===== config.mk =====
export PLATFORM = sky130hd
export DESIGN_NAME = mem_port_arbiter_flat
export DESIGN_NICKNAME = d
export VERILOG_FILES = /design/src/rtl/mem_arb_pkg.sv /design/src/rtl/mem_port_arbiter_if.sv /design/src/rtl/mem_arb_pick.sv /design/src/rtl/mem_port_arbiter.sv /design/src/flat_wrapper.sv
export SDC_FILE = /design/constraint.sdc
export NUM_CORES = 1
export LEC_CHECK = 0
export ABC_AREA = 1
export BUFFER_PORTS_ARGS = -buffer_cell sky130_fd_sc_hd__clkbuf_2
export CORE_MARGIN = 3
export CORE_UTILIZATION = 39
export CTS_CLUSTER_DIAMETER = 200
export DETAILED_ROUTE_END_ITERATION = 10
export PLACE_DENSITY_LB_ADDON = 0.1
export SETUP_SLACK_MARGIN = 0.15
export SYNTH_ARGS = -nofsm -noshare
export SYNTH_HDL_FRONTEND = slang
export SYNTH_SLANG_ARGS = --single-unit
export TNS_END_PERCENT = 100

===== constraint.sdc =====
create_clock -name clk -period 3.3 [get_ports clk]
set_clock_uncertainty 0.1 [all_clocks]
set_input_delay 0.66 -clock clk [delete_from_list [all_inputs] [get_ports clk]]
set_output_delay 0.66 -clock clk [all_outputs]
set_load 0.005 [all_outputs]

===== src/rtl/mem_arb_pkg.sv =====
// mem_arb_pkg: shared widths, FSM states and grant-source type for the memory port arbiter
package mem_arb_pkg;
  localparam int AW = 32;
  localparam int DW = 32;
  typedef enum logic [2:0] {IDLE, SERVE_ME, SERVE_IF, DRAIN, RESP} state_t;
  typedef enum logic {GNT_IF, GNT_ME} gnt_t;
endpackage


===== src/rtl/mem_port_arbiter_if.sv =====
// mem_port_arbiter_if: IF/ME pipeline handshakes and the unified memory port; slave = arbiter, master = core + memory
interface mem_port_arbiter_if import mem_arb_pkg::*; ();
  logic          flush;
  logic          if_req;
  logic [AW-1:0] if_addr;
  logic [DW-1:0] if_rdata;
  logic          if_done;
  logic          if_stall;
  logic          me_req;
  logic          me_we;
  logic [DW/8-1:0] me_wstrb;
  logic [AW-1:0] me_addr;
  logic [DW-1:0] me_wdata;
  logic [DW-1:0] me_rdata;
  logic          me_done;
  logic          me_stall;
  logic          mem_req;
  logic          mem_we;
  logic [DW/8-1:0] mem_wstrb;
  logic [AW-1:0] mem_addr;
  logic [DW-1:0] mem_wdata;
  logic          mem_ack;
  logic [DW-1:0] mem_rdata;
  modport slave (
    input  flush, if_req, if_addr, me_req, me_we, me_wstrb, me_addr, me_wdata, mem_ack, mem_rdata,
    output if_rdata, if_done, if_stall, me_rdata, me_done, me_stall, mem_req, mem_we, mem_wstrb, mem_addr, mem_wdata
  );
  modport master (
    output flush, if_req, if_addr, me_req, me_we, me_wstrb, me_addr, me_wdata, mem_ack, mem_rdata,
    input  if_rdata, if_done, if_stall, me_rdata, me_done, me_stall, mem_req, mem_we, mem_wstrb, mem_addr, mem_wdata
  );
endinterface


===== src/rtl/mem_arb_pick.sv =====
// mem_arb_pick: chooses IF or ME on a grant; MEM_ARB_RR_EN gives round-robin ties, otherwise ME has fixed priority
module mem_arb_pick import mem_arb_pkg::*; (
  input  logic me_req,
  input  logic if_req,
  input  gnt_t last_grant,
  output gnt_t gnt
);
`ifdef MEM_ARB_RR_EN
  assign gnt = (me_req && !(if_req && last_grant == GNT_ME)) ? GNT_ME : GNT_IF;
`else
  logic unused_pick;
  assign unused_pick = ^{if_req, last_grant};
  assign gnt = me_req ? GNT_ME : GNT_IF;
`endif
endmodule


===== src/rtl/mem_port_arbiter.sv =====
// mem_port_arbiter: sequences IF fetches and ME loads/stores over one memory port (tie policy via MEM_ARB_RR_EN)
module mem_port_arbiter import mem_arb_pkg::*; (
  input logic clk,
  input logic rst,
  mem_port_arbiter_if.slave bus
);
  state_t state, state_nx;
  gnt_t gnt, last_grant, src;
  logic if_v, grant, is_me;
  assign if_v  = bus.if_req & ~bus.flush;
  assign grant = (state == IDLE) && (bus.me_req || if_v);
  assign is_me = gnt == GNT_ME;
  mem_arb_pick u_pick (
    .me_req    (bus.me_req),
    .if_req    (if_v),
    .last_grant(last_grant),
    .gnt       (gnt)
  );
  always_ff @(posedge clk)
    if (rst) state <= IDLE;
    else state <= state_nx;
  always_comb begin
    state_nx = state;
    case (state)
      IDLE:     state_nx = grant ? (is_me ? SERVE_ME : SERVE_IF) : IDLE;
      SERVE_ME: state_nx = bus.mem_ack ? RESP : SERVE_ME;
      SERVE_IF: state_nx = bus.mem_ack ? (bus.flush ? IDLE : RESP) : (bus.flush ? DRAIN : SERVE_IF);
      DRAIN:    state_nx = bus.mem_ack ? IDLE : DRAIN;
      default:  state_nx = IDLE;
    endcase
  end
  assign bus.mem_req  = (state == SERVE_ME) || (state == SERVE_IF) || (state == DRAIN);
  assign bus.me_done  = (state == RESP) && (src == GNT_ME);
  assign bus.if_done  = (state == RESP) && (src == GNT_IF);
  assign bus.me_stall = bus.me_req & ~bus.me_done;
  assign bus.if_stall = bus.if_req & ~bus.if_done;
  // Request fields are latched only at grant so they stay stable for the whole access.
  always_ff @(posedge clk)
    if (rst) begin
      last_grant    <= GNT_IF;
      src           <= GNT_IF;
      bus.mem_we    <= 1'b0;
      bus.mem_wstrb <= '0;
      bus.mem_addr  <= '0;
      bus.mem_wdata <= '0;
      bus.if_rdata  <= '0;
      bus.me_rdata  <= '0;
    end else begin
      if (grant) begin
        last_grant    <= gnt;
        src           <= gnt;
        bus.mem_we    <= is_me & bus.me_we;
        bus.mem_wstrb <= is_me ? bus.me_wstrb : '0;
        bus.mem_addr  <= is_me ? bus.me_addr : bus.if_addr;
        bus.mem_wdata <= is_me ? bus.me_wdata : '0;
      end
      if (state == SERVE_ME && bus.mem_ack) bus.me_rdata <= bus.mem_rdata;
      if (state == SERVE_IF && bus.mem_ack && !bus.flush) bus.if_rdata <= bus.mem_rdata;
    end
endmodule


===== src/flat_wrapper.sv =====
// flat-port wrapper written by rule: the top's interface ports become plain ports
module mem_port_arbiter_flat import mem_arb_pkg::*;
  (clk, rst, bus_flush, bus_if_req, bus_if_addr, bus_me_req, bus_me_we, bus_me_wstrb, bus_me_addr, bus_me_wdata, bus_mem_ack, bus_mem_rdata, bus_if_rdata, bus_if_done, bus_if_stall, bus_me_rdata, bus_me_done, bus_me_stall, bus_mem_req, bus_mem_we, bus_mem_wstrb, bus_mem_addr, bus_mem_wdata);
  mem_port_arbiter_if bus_i ();
  input logic clk;
  input logic rst;
  input wire logic [$bits(bus_i.flush)-1:0] bus_flush;
  input wire logic [$bits(bus_i.if_req)-1:0] bus_if_req;
  input wire logic [$bits(bus_i.if_addr)-1:0] bus_if_addr;
  input wire logic [$bits(bus_i.me_req)-1:0] bus_me_req;
  input wire logic [$bits(bus_i.me_we)-1:0] bus_me_we;
  input wire logic [$bits(bus_i.me_wstrb)-1:0] bus_me_wstrb;
  input wire logic [$bits(bus_i.me_addr)-1:0] bus_me_addr;
  input wire logic [$bits(bus_i.me_wdata)-1:0] bus_me_wdata;
  input wire logic [$bits(bus_i.mem_ack)-1:0] bus_mem_ack;
  input wire logic [$bits(bus_i.mem_rdata)-1:0] bus_mem_rdata;
  output wire logic [$bits(bus_i.if_rdata)-1:0] bus_if_rdata;
  output wire logic [$bits(bus_i.if_done)-1:0] bus_if_done;
  output wire logic [$bits(bus_i.if_stall)-1:0] bus_if_stall;
  output wire logic [$bits(bus_i.me_rdata)-1:0] bus_me_rdata;
  output wire logic [$bits(bus_i.me_done)-1:0] bus_me_done;
  output wire logic [$bits(bus_i.me_stall)-1:0] bus_me_stall;
  output wire logic [$bits(bus_i.mem_req)-1:0] bus_mem_req;
  output wire logic [$bits(bus_i.mem_we)-1:0] bus_mem_we;
  output wire logic [$bits(bus_i.mem_wstrb)-1:0] bus_mem_wstrb;
  output wire logic [$bits(bus_i.mem_addr)-1:0] bus_mem_addr;
  output wire logic [$bits(bus_i.mem_wdata)-1:0] bus_mem_wdata;
  assign bus_i.flush = bus_flush;
  assign bus_i.if_req = bus_if_req;
  assign bus_i.if_addr = bus_if_addr;
  assign bus_i.me_req = bus_me_req;
  assign bus_i.me_we = bus_me_we;
  assign bus_i.me_wstrb = bus_me_wstrb;
  assign bus_i.me_addr = bus_me_addr;
  assign bus_i.me_wdata = bus_me_wdata;
  assign bus_i.mem_ack = bus_mem_ack;
  assign bus_i.mem_rdata = bus_mem_rdata;
  assign bus_if_rdata = bus_i.if_rdata;
  assign bus_if_done = bus_i.if_done;
  assign bus_if_stall = bus_i.if_stall;
  assign bus_me_rdata = bus_i.me_rdata;
  assign bus_me_done = bus_i.me_done;
  assign bus_me_stall = bus_i.me_stall;
  assign bus_mem_req = bus_i.mem_req;
  assign bus_mem_we = bus_i.mem_we;
  assign bus_mem_wstrb = bus_i.mem_wstrb;
  assign bus_mem_addr = bus_i.mem_addr;
  assign bus_mem_wdata = bus_i.mem_wdata;
  mem_port_arbiter u_core (.clk(clk), .rst(rst), .bus(bus_i));
endmodule

==> reports/summary.log, run 1 <==
[die] height of the die 123.0 µm
[clock_tree] CTS Root Cell clkbuf_16
[cells_and_area] most frequent cells in the layout clkbuf_2 (276), nand2_1 (171), dfxtp_1 (137)
[drt] detailed-route via count 5,513
[cells_and_area] utilization after layout 55.09%
[drt] violation count after the first detailed-routing iteration 280
[power] sequential share of power 42.6%
[placement] HPWL after DPL 11.50 mm
[sta] final number of setup-violating endpoints 0
[cells_and_area] filler-free cell count of the finished design 1,168
[worst_setup_path] crit end category output port
[worst_setup_path] kind of cell adding the most delay to the critical path simple AND/OR/NAND/NOR gates
[sta] unrepaired setup endpoints after global routing no
[worst_setup_path] Critical Path AT 1400 ps
[sta] upper clock frequency limit 463.7 MHz
[sta] number of hold violations in the final report 0
[clock_tree] number of clock sinks 137
[yosys] Syn Inst Count 729
[yosys] number of storage elements in the synthesis netlist 137
[clock_tree] post-cts gate resize count 0
[power] internal power summed over all cells 3.205 mW
[worst_setup_path] kind of start point of the critical path register
[worst_setup_path] worst stage delay on the critical path 330 ps
[cells_and_area] post-route design area 7325 µm²
[yosys] sequential-to-total area share from yosys stat 51.38%
[drt] drt drc 0
[global_route] first-pass GRT wire length 25.00 mm
[clock_tree] worst-case clock buffer depth 2
[sta] max-slew violation count 0
[drt] remaining antenna violation count after routing 0
[global_route] total grt overflow 0
[drt] routed length per instance 13.83 µm
[worst_setup_path] Critical Path Slowest Stage Cell dfxtp_1
[clock_tree] # Post-CTS Setup Buffers 0
[clock_tree] clock tree from TritonCTS done
[sta] Final Critical Period 2156 ps
[power] switching power 1.082 mW
[yosys] net count after synthesis 868
[yosys] yosys synthesis warning count 0
[cells_and_area] leading cell type in the layout, fill and taps excluded clkbuf_2
[yosys] Post-Syn Area 5338 µm²
[clock_tree] clock transition at the register clock pins on the worst setup and hold paths after CTS 50 ps
[sta] Worst Max-Slew Pin Slew 772.8 ps
[power] power density relative to cell area 585.3 nW/µm²
[clock_tree] clock latency of the later-clocked register in the worst-skew pair 400 ps
[worst_setup_path] Cell Chain, Critical Path nor2_1 > nand2_1 > o21ai_0 > inv_1 > clkbuf_2
[die] Die W 123.0 µm
[clock_tree] CTS HTree Levels 4
[power] Lkg Pwr 3.549 nW
[die] Cell Rows 42
[cells_and_area] antenna diode instance count 0
[global_route] number of antenna violations at the first check in global routing 0
[drt] First-pass DRT Iterations 4
[sta] setup slack after layout 1144 ps
[die] number of placed I/O pins 277
[worst_setup_path] crit-path max FO 4
[outcome] status finished, final reports clean
[worst_setup_path] buffering stage count on the worst path with inverters included 2
[placement] I/O Buffers 276
[yosys] syn avg cell area 7.322 µm²
[global_route] global-route total usage across every layer 20.86%
[die] core footprint 13,300 µm²
[cells_and_area] number of nets at the end of the flow 1,119
[die] Initial Utilization 40.15%
[global_route] number of global-route vias before repair 5,012
[worst_setup_path] Critical Setup Path Class register to output port
[drt] total detailed-routing wirelength 16.15 mm
[min_path] hold crit path type register to register
[placement] worst slack at placement 1001 ps
[die] die footprint 15,130 µm²
[sta] post-route clock period utilization 65.34%
[global_route] largest net degree at the start of global routing 73
[yosys] Unique masters post-synth 19
[power] IR Drop Worst-Case VDD 274.7 µV
[placement] gp weighted congestion 0.7525
[flow_run] count of max-cap constraint violations 0
[clock_tree] TritonCTS buffer count 17
[power] proportion of power drawn by combinational gates 14.4%
[sta] Sum Neg Setup Slack 0 ps
[power] clock network fraction of total power 43.0%
[placement] placed cell count 1,137
[placement] instance area at placement 6743 µm²
[power] switching share of power 25.24%
[sta] slew margin rel. 48.48%
[cells_and_area] proportion of layout cells with a drive suffix above 1 32.96%
[clock_tree] Hold-fix buffers, CTS 0
[cells_and_area] synth-to-layout area growth 37.22%
[drt] post-DR vias/cell 4.720
[worst_setup_path] CP required 2540 ps
[power by group through the flow]
stage                     registers [mW]  clock network [mW]  logic [mW]
after floorplan                     1.87                   0       0.346
after global placement              1.86                   0       0.626
after detailed placement            1.86                   0       0.626
after CTS                           1.83                1.88       0.627
after global routing                1.84                1.96       0.702
final                               1.83                1.84       0.617
[synthesized netlist by cell type]
| cell | number | area [µm²] |
|---|---|---|
| dfxtp_1 | 137 | 2743 |
| buf_1 | 2 | 7.510 |
| a21oi_1 | 72 | 360.4 |
| nor2_4 | 1 | 11.26 |
| o21ai_1 | 3 | 15.01 |
| buf_2 | 23 | 115.1 |
| inv_1 | 9 | 33.78 |
| nand2_1 | 171 | 641.9 |
| clkbuf_1 | 17 | 63.81 |
| inv_2 | 5 | 18.77 |
| buf_4 | 11 | 82.58 |
| o21ai_0 | 63 | 315.3 |
| nor2_2 | 1 | 6.260 |
| nor2_1 | 134 | 503.0 |
| nand3_4 | 1 | 17.52 |
| nand3_1 | 74 | 370.4 |
| nand2_2 | 2 | 12.51 |
| nand3_2 | 1 | 10.01 |
| clkbuf_2 | 2 | 10.01 |
[state kept, by name, summed over array words and instances, names as in the netlist]
signal                flops
u_core.bus.mem_we         1
u_core.src                1
u_core.bus.mem_wstrb      4
u_core.bus.mem_addr      32
u_core.bus.mem_wdata     32
u_core.bus.if_rdata      32
u_core.bus.me_rdata      32
u_core.state              3
[through the flow]
stage	hold slack [ps]	total power [mW]
finish	359.3	4.287
CTS	360.2	4.336
global placement	349.1	2.485
detailed placement	352.1	2.486
global route	370.9	4.503
floorplan	355.6	2.211
[metal layers]
metal | track usage (%) | vias up | part of all wire, %
met5 | 0 | - | 0
met4 | 7.336 | 0 | 1.6
met3 | 6.725 | 21 | 8.1
met2 | 33.82 | 193 | 47
met1 | 26.18 | 2437 | 43
li1 | - | 2862 | -
[layout make-up]
class                           count  area, µm²
Clock buffer                       23      488.0
Clock inverter                      8      93.84
Fill cell                        1355       5971
Inverter                           14      52.55
Multi-Input combinational cell    523       2263
Sequential cell                   137       2743
Tap cell                          176      220.2
Timing Repair Buffer              287       1464
[tightest hold or removal path, cell delays in order, from the launching register on]
cell and delay, ps:
dfxtp_1 300, nand2_1 60, a21oi_1 50
[path summary, 6_finish.rpt]
check	from	end	slack, ps	depth (start not counted)
max	u_core.state[1]	bus_if_stall	1140	5
min	u_core.bus.mem_addr[0]	u_core.bus.mem_addr[0]	360	2
max reg2reg	u_core.state[1]	u_core.bus.mem_wdata[16]	1430	6
min reg2reg	u_core.bus.mem_addr[0]	u_core.bus.mem_addr[0]	360	2
[cells by family (layout without fill, tap and decap cells)]
group	Yosys count	after routing	share of synthesized area [%]
AOI/OAI and AO/OA	138	138	12.94
buffers and inverters	69	332	6.212
DFF	137	137	51.38
and+or+nand+nor	385	385	29.47
Power figures use the tool's default switching activity.
==> inputs of run 2 (changes only) <==
==> constraint.sdc (replaced) <==
create_clock -name clk -period 2 [get_ports clk]
set_clock_uncertainty 0.1 [all_clocks]
set_input_delay 0.4 -clock clk [delete_from_list [all_inputs] [get_ports clk]]
set_output_delay 0.4 -clock clk [all_outputs]
set_load 0.005 [all_outputs]
==> reports/summary.log, run 2 (same netlist as run 1, synthesis figures left out) <==
[worst_setup_path] reg-to-reg endpoint u_core.bus.if_rdata[17]
[die] die footprint 15,130 µm²
[power] Lkg Pwr 3.581 nW
[worst_setup_path] crit end category output port
[min_path] origin of the worst min-delay path bus_me_wdata[5]
[die] number of placed I/O pins 277
[sta] unrepaired setup endpoints after global routing yes
[cells_and_area] antenna diode instance count 0
[drt] post-DR vias/cell 4.706
[die] Initial Utilization 40.15%
[sta] post-route clock period utilization 88.41%
[worst_setup_path] reg2reg start u_core.state[1]
[clock_tree] worst-case clock buffer depth 2
[cells_and_area] number of nets at the end of the flow 1,123
[clock_tree] CTS Root Cell clkbuf_16
[global_route] number of global-route vias before repair 5,048
[global_route] first-pass GRT wire length 25.00 mm
[power] switching share of power 25.77%
[drt] met1 wire length 7.005 mm
[sta] Worst Max-Slew Pin Slew 377.8 ps
[sta] max-slew violation count 0
[worst_setup_path] reg2reg path depth 7
[clock_tree] number of clock sinks 137
[sta] final number of setup-violating endpoints 0
[worst_setup_path] kind of start point of the critical path register
[global_route] global-route total usage across every layer 20.69%
[min_path] hold crit path type input port to register
[power] IR Drop Worst-Case VDD 535.3 µV
[worst_setup_path] Register-to-Register Setup Slack 310 ps
[min_path] number of instances on the worst hold path 3
[drt] drt drc 0
[cells_and_area] most frequent cells in the layout clkbuf_2 (276), nand2_1 (170), dfxtp_1 (136)
[flow_run] count of max-cap constraint violations 0
[drt] remaining antenna violation count after routing 0
[clock_tree] TritonCTS buffer count 17
[drt] Met3 Wirelength 1.337 mm
[sta] upper clock frequency limit 565.5 MHz
[global_route] number of antenna violations at the first check in global routing 0
[cells_and_area] filler-free cell count of the finished design 1,171
[drt] total detailed-routing wirelength 16.21 mm
[drt] routed length per instance 13.84 µm
[placement] placed cell count 1,141
[clock_tree] clock latency of the later-clocked register in the worst-skew pair 400 ps
[die] Die W 123.0 µm
[min_path] Worst Hold Path EP u_core.bus.mem_wdata[5]
[sta] Final Critical Period 1768 ps
[power] proportion of power drawn by combinational gates 15.1%
[drt] WL met2 7.731 mm
[global_route] largest net degree at the start of global routing 73
[cells_and_area] filler cell count 1,384
[drt] violation count after the first detailed-routing iteration 296
[power] switching power 1.799 mW
[cells_and_area] proportion of layout cells with a drive suffix above 1 33.57%
[die] Cell Rows 42
[worst_setup_path] Critical Path AT 1270 ps
[drt] First-pass DRT Iterations 5
[power] sequential share of power 43.2%
[drt] detailed-route via count 5,511
[power] internal power summed over all cells 5.182 mW
[sta] Sum Neg Setup Slack 0 ps
[power] clock network fraction of total power 41.7%
[placement] I/O Buffers 276
[outcome] status finished, final reports clean
[worst_setup_path] Critical Setup Path Class register to output port
[cells_and_area] leading cell type in the layout, fill and taps excluded clkbuf_2
[clock_tree] clock transition at the register clock pins on the worst setup and hold paths after CTS 60 ps
[die] height of the die 123.0 µm
[clock_tree] CTS HTree Levels 4
[die] core footprint 13,300 µm²
[sta] number of hold violations in the final report 0
[placement] HPWL after DPL 11.31 mm
[placement] gp weighted congestion 0.7664
[worst_setup_path] crit-path max FO 4
[clock_tree] Hold-fix buffers, CTS 0
[cells_and_area] synth-to-layout area growth 38.91%
[power] overall power of the completed layout 6.981 mW
[worst_setup_path] CP required 1500 ps
[drt] highest signal layer in the routed design met4
[power] power density relative to cell area 941.6 nW/µm²
[global_route] total grt overflow 0
[sta] slew margin rel. 74.81%
[clock_tree] clock tree from TritonCTS done
-- run 2: worst max path at each step --
| stage | slack (ps) | startpoint | endpoint |
|---|---|---|---|
| after floorplan | 480 | bus_me_req | bus_me_stall |
| after global placement | 250 | bus_flush | u_core.bus.if_rdata[10] |
| after detailed placement | 220 | bus_flush | u_core.bus.if_rdata[28] |
| after CTS | 140 | u_core.state[0] | bus_if_stall |
| after global routing | 140 | u_core.state[1] | u_core.bus.if_rdata[7] |
| final | 230 | u_core.state[0] | bus_if_stall |
-- run 2: timing repair --
item | CTS | global route
setup endpoints to repair | 2 | 2
resized for setup | 3 | 3
setup buffers | 0 | 0
hold endpoints to repair | 0 | 0
-- run 2: stage by stage --
step | instance area, µm² | util (%) | hold WS, ps | setup slack, ps
6_report | 7415 | 55.77 | 145.6 | 231.8
5_1_grt | 7415 | 55.77 | 138.0 | 144.3
4_1_cts | 7410 | 55.73 | 126.9 | 141.4
3_5_place_dp | 6848 | 51.51 | 351.5 | 219.8
3_3_place_gp | 6848 | 51.51 | 350.3 | 248.1
2_1_floorplan | 5338 | - | 355.6 | 484.7
-- run 2: power groups by stage --
stage,Combinational [mW],Clock [mW],Sequential [mW]
finish,1.05,2.91,3.01
CTS,1.07,2.99,3.01
floorplan,0.570,0,3.08
detailed placement,1.07,0,3.07
global route,1.19,3.12,3.03
global placement,1.06,0,3.06
-- run 2: worst max-delay path, cell delays in order (launching register included) --
cell	delay (ps)
dfxtp_1	340
nor2_4	140
nand2_2	100
o21ai_1	130
inv_1	50
clkbuf_2	110
-- run 2: cell type report --
cell class	instances	area [µm²]	area share [%]
clock inverters	8	71.32	0.9619
repair buffers	291	1569	21.16
flip-flops and latches	137	2744	37.01
multi-input cells	523	2273	30.66
clock buffers	22	484.2	6.531
well taps	176	220.2	2.970
inverters	14	52.55	0.7087
-- run 2: metal layers --
| metal | up-vias | track usage (%) |
|---|---|---|
| li1 | 2865 | - |
| met1 | 2448 | 25.80 |
| met2 | 188 | 34.51 |
| met3 | 10 | 6.862 |
| met4 | 0 | 5.398 |
| met5 | - | 0 |
==> inputs of run 3 (changes only) <==
--- a/config.mk
+++ b/config.mk
@@ -7,10 +7,12 @@
 export LEC_CHECK = 0
 export ABC_AREA = 1
 export BUFFER_PORTS_ARGS = -buffer_cell sky130_fd_sc_hd__clkbuf_2
+export CORE_ASPECT_RATIO = 1.4
 export CORE_MARGIN = 3
 export CORE_UTILIZATION = 39
 export CTS_CLUSTER_DIAMETER = 200
 export DETAILED_ROUTE_END_ITERATION = 10
+export HOLD_SLACK_MARGIN = 0.12
 export PLACE_DENSITY_LB_ADDON = 0.1
 export SETUP_SLACK_MARGIN = 0.15
 export SYNTH_ARGS = -nofsm -noshare
==> reports/summary.log, run 3 (same netlist as run 1, synthesis figures left out) <==
[die] Cell Rows 49
[power] proportion of power drawn by combinational gates 14.3%
[drt] routed length per instance 13.79 µm
[worst_setup_path] kind of cell adding the most delay to the critical path simple AND/OR/NAND/NOR gates
[sta] post-route clock period utilization 87.38%
[drt] highest signal layer in the routed design met4
[worst_setup_path] crit end category output port
[clock_tree] TritonCTS buffer count 17
[placement] placed cell count 1,143
[sta] Sum Neg Setup Slack 0 ps
[clock_tree] worst-case clock buffer depth 2
[cells_and_area] antenna diode instance count 0
[worst_setup_path] CP required 1500 ps
[clock_tree] CTS HTree Levels 4
[sta] number of hold violations in the final report 0
[worst_setup_path] worst stage delay on the critical path 340 ps
[cells_and_area] leading cell type in the layout, fill and taps excluded clkbuf_2
[drt] post-DR vias/cell 4.777
[worst_setup_path] Cell Chain, Critical Path nor2_4 > nand2_2 > nor2_1 > clkbuf_2
[clock_tree] clock transition at the register clock pins on the worst setup and hold paths after CTS 60 ps
[placement] gp weighted congestion 0.8022
[cells_and_area] most frequent cells in the layout clkbuf_2 (276), nand2_1 (170), dfxtp_1 (134)
[drt] First-pass DRT Iterations 7
[placement] HPWL after DPL 11.22 mm
[worst_setup_path] Critical Path AT 1250 ps
[global_route] largest net degree at the start of global routing 73
[sta] Hold WS 140.2 ps
[sta] Final Critical Period 1748 ps
[min_path] hold crit path type input port to register
[cells_and_area] utilization after layout 57.14%
[global_route] number of global-route vias before repair 5,228
[drt] Met3 Wirelength 1.235 mm
[global_route] total grt overflow 0
[clock_tree] clock latency of the later-clocked register in the worst-skew pair 400 ps
[worst_setup_path] kind of start point of the critical path register
[placement] I/O Buffers 276
[sta] final number of setup-violating endpoints 0
[drt] met1 wire length 6.756 mm
[die] height of the die 144.4 µm
[worst_setup_path] Critical Setup Path Class register to output port
[sta] upper clock frequency limit 572.2 MHz
[cells_and_area] filler cell count 1,376
[sta] Worst Max-Slew Pin Slew 399.1 ps
[die] die footprint 15,150 µm²
[power] Lkg Pwr 3.613 nW
[power] overall power of the completed layout 7.384 mW
[power] clock network fraction of total power 44.8%
[drt] remaining antenna violation count after routing 0
[drt] violation count after the first detailed-routing iteration 179
[cells_and_area] Register Area 2746 µm²
[die] Die W 104.9 µm
[power] switching share of power 25.86%
[power] sequential share of power 40.8%
[cells_and_area] multi-input gate area in the final layout 2273 µm²
[cells_and_area] number of nets at the end of the flow 1,124
[clock_tree] clock tree from TritonCTS done
[die] Initial Utilization 40.68%
[global_route] global-route total usage across every layer 20.80%
[die] core footprint 13,120 µm²
[cells_and_area] proportion of layout cells with a drive suffix above 1 33.87%
[drt] WL met2 7.995 mm
[global_route] number of antenna violations at the first check in global routing 0
[drt] total detailed-routing wirelength 16.22 mm
[cells_and_area] synth-to-layout area growth 40.46%
[flow_run] count of max-cap constraint violations 0
[drt] detailed-route via count 5,618
[die] number of placed I/O pins 277
[power] internal power summed over all cells 5.474 mW
[sta] unrepaired setup endpoints after global routing yes
[global_route] first-pass GRT wire length 25.73 mm
[sta] max-slew violation count 0
[worst_setup_path] buffering stage count on the worst path with inverters included 1
[drt] drt drc 0
[power] switching power 1.910 mW
[clock_tree] number of clock sinks 137
[cells_and_area] filler-free cell count of the finished design 1,176
[power] power density relative to cell area 984.9 nW/µm²
[sta] slew margin rel. 73.39%
[outcome] status finished, final reports clean
[power] IR Drop Worst-Case VDD 486.4 µV
[worst_setup_path] crit-path max FO 4
[clock_tree] CTS Root Cell clkbuf_16
[worst_setup_path] Critical Path Slowest Stage Cell dfxtp_2
-- run 3: cell types whose count changed in the layout (fill, tap and decap cells not counted), sizes merged --
| cell | previous run | this run |
|---|---|---|
| clkinv | 6 | 5 |
| bufinv | 1 | 4 |
| clkbuf | 298 | 295 |
| inv | 14 | 17 |
| buf | 15 | 16 |
-- run 3: timing repair --
action | in CTS | in global routing
hold buffers | 0 | 0
pin swaps | 0 | 1
endpoints found under the setup margin | 3 | 3
setup buffers | 0 | 1
gates resized for setup | 3 | 5
-- run 3: final cells by class --
type                    count  area share, %
flip-flops and latches    137          36.63
multi-input cells         523          30.32
repair buffers            292          21.03
clock buffers              19          5.774
well taps                 178          2.971
clock inverters            13          2.570
inverters                  14         0.7009
-- run 3: worst min-delay path, cell delays in order --
cell and delay, ps:
clkbuf_2 80, nand3_1 60, a21oi_1 60
-- run 3: worst paths after layout --
| check | startpoint | slack [ps] | to | cells after the start |
|---|---|---|---|---|
| max | u_core.state[1] | 250 | bus_if_done | 4 |
| min | bus_me_wdata[13] | 140 | u_core.bus.mem_wdata[13] | 3 |
| max reg2reg | u_core.state[1] | 480 | u_core.bus.if_rdata[7] | 6 |
| min reg2reg | u_core.bus.mem_addr[7] | 360 | u_core.bus.mem_addr[7] | 2 |
-- run 3: per-layer routing --
metal	track usage (%)	vias to the layer above
met4	6.911	0
li1	-	2874
met5	0	-
met3	5.806	16
met2	34.93	195
met1	25.89	2533
-- run 3: per-stage QoR --
step / cell area [µm²] / setup WS (ps)
2_1_floorplan: 5338 / 484.7
3_3_place_gp: 6850 / 369.2
3_5_place_dp: 6850 / 345.2
4_1_cts: 7482 / 168.9
5_1_grt: 7497 / 145.0
6_report: 7497 / 252.4
-- run 3: power groups by stage --
stage | combinational [mW] | clock (mW) | sequential (mW)
after floorplan | 0.570 | 0 | 3.08
after global placement | 1.06 | 0 | 3.06
after detailed placement | 1.07 | 0 | 3.07
after CTS | 1.07 | 3.38 | 3.01
after global routing | 1.20 | 3.50 | 3.04
final | 1.06 | 3.31 | 3.01
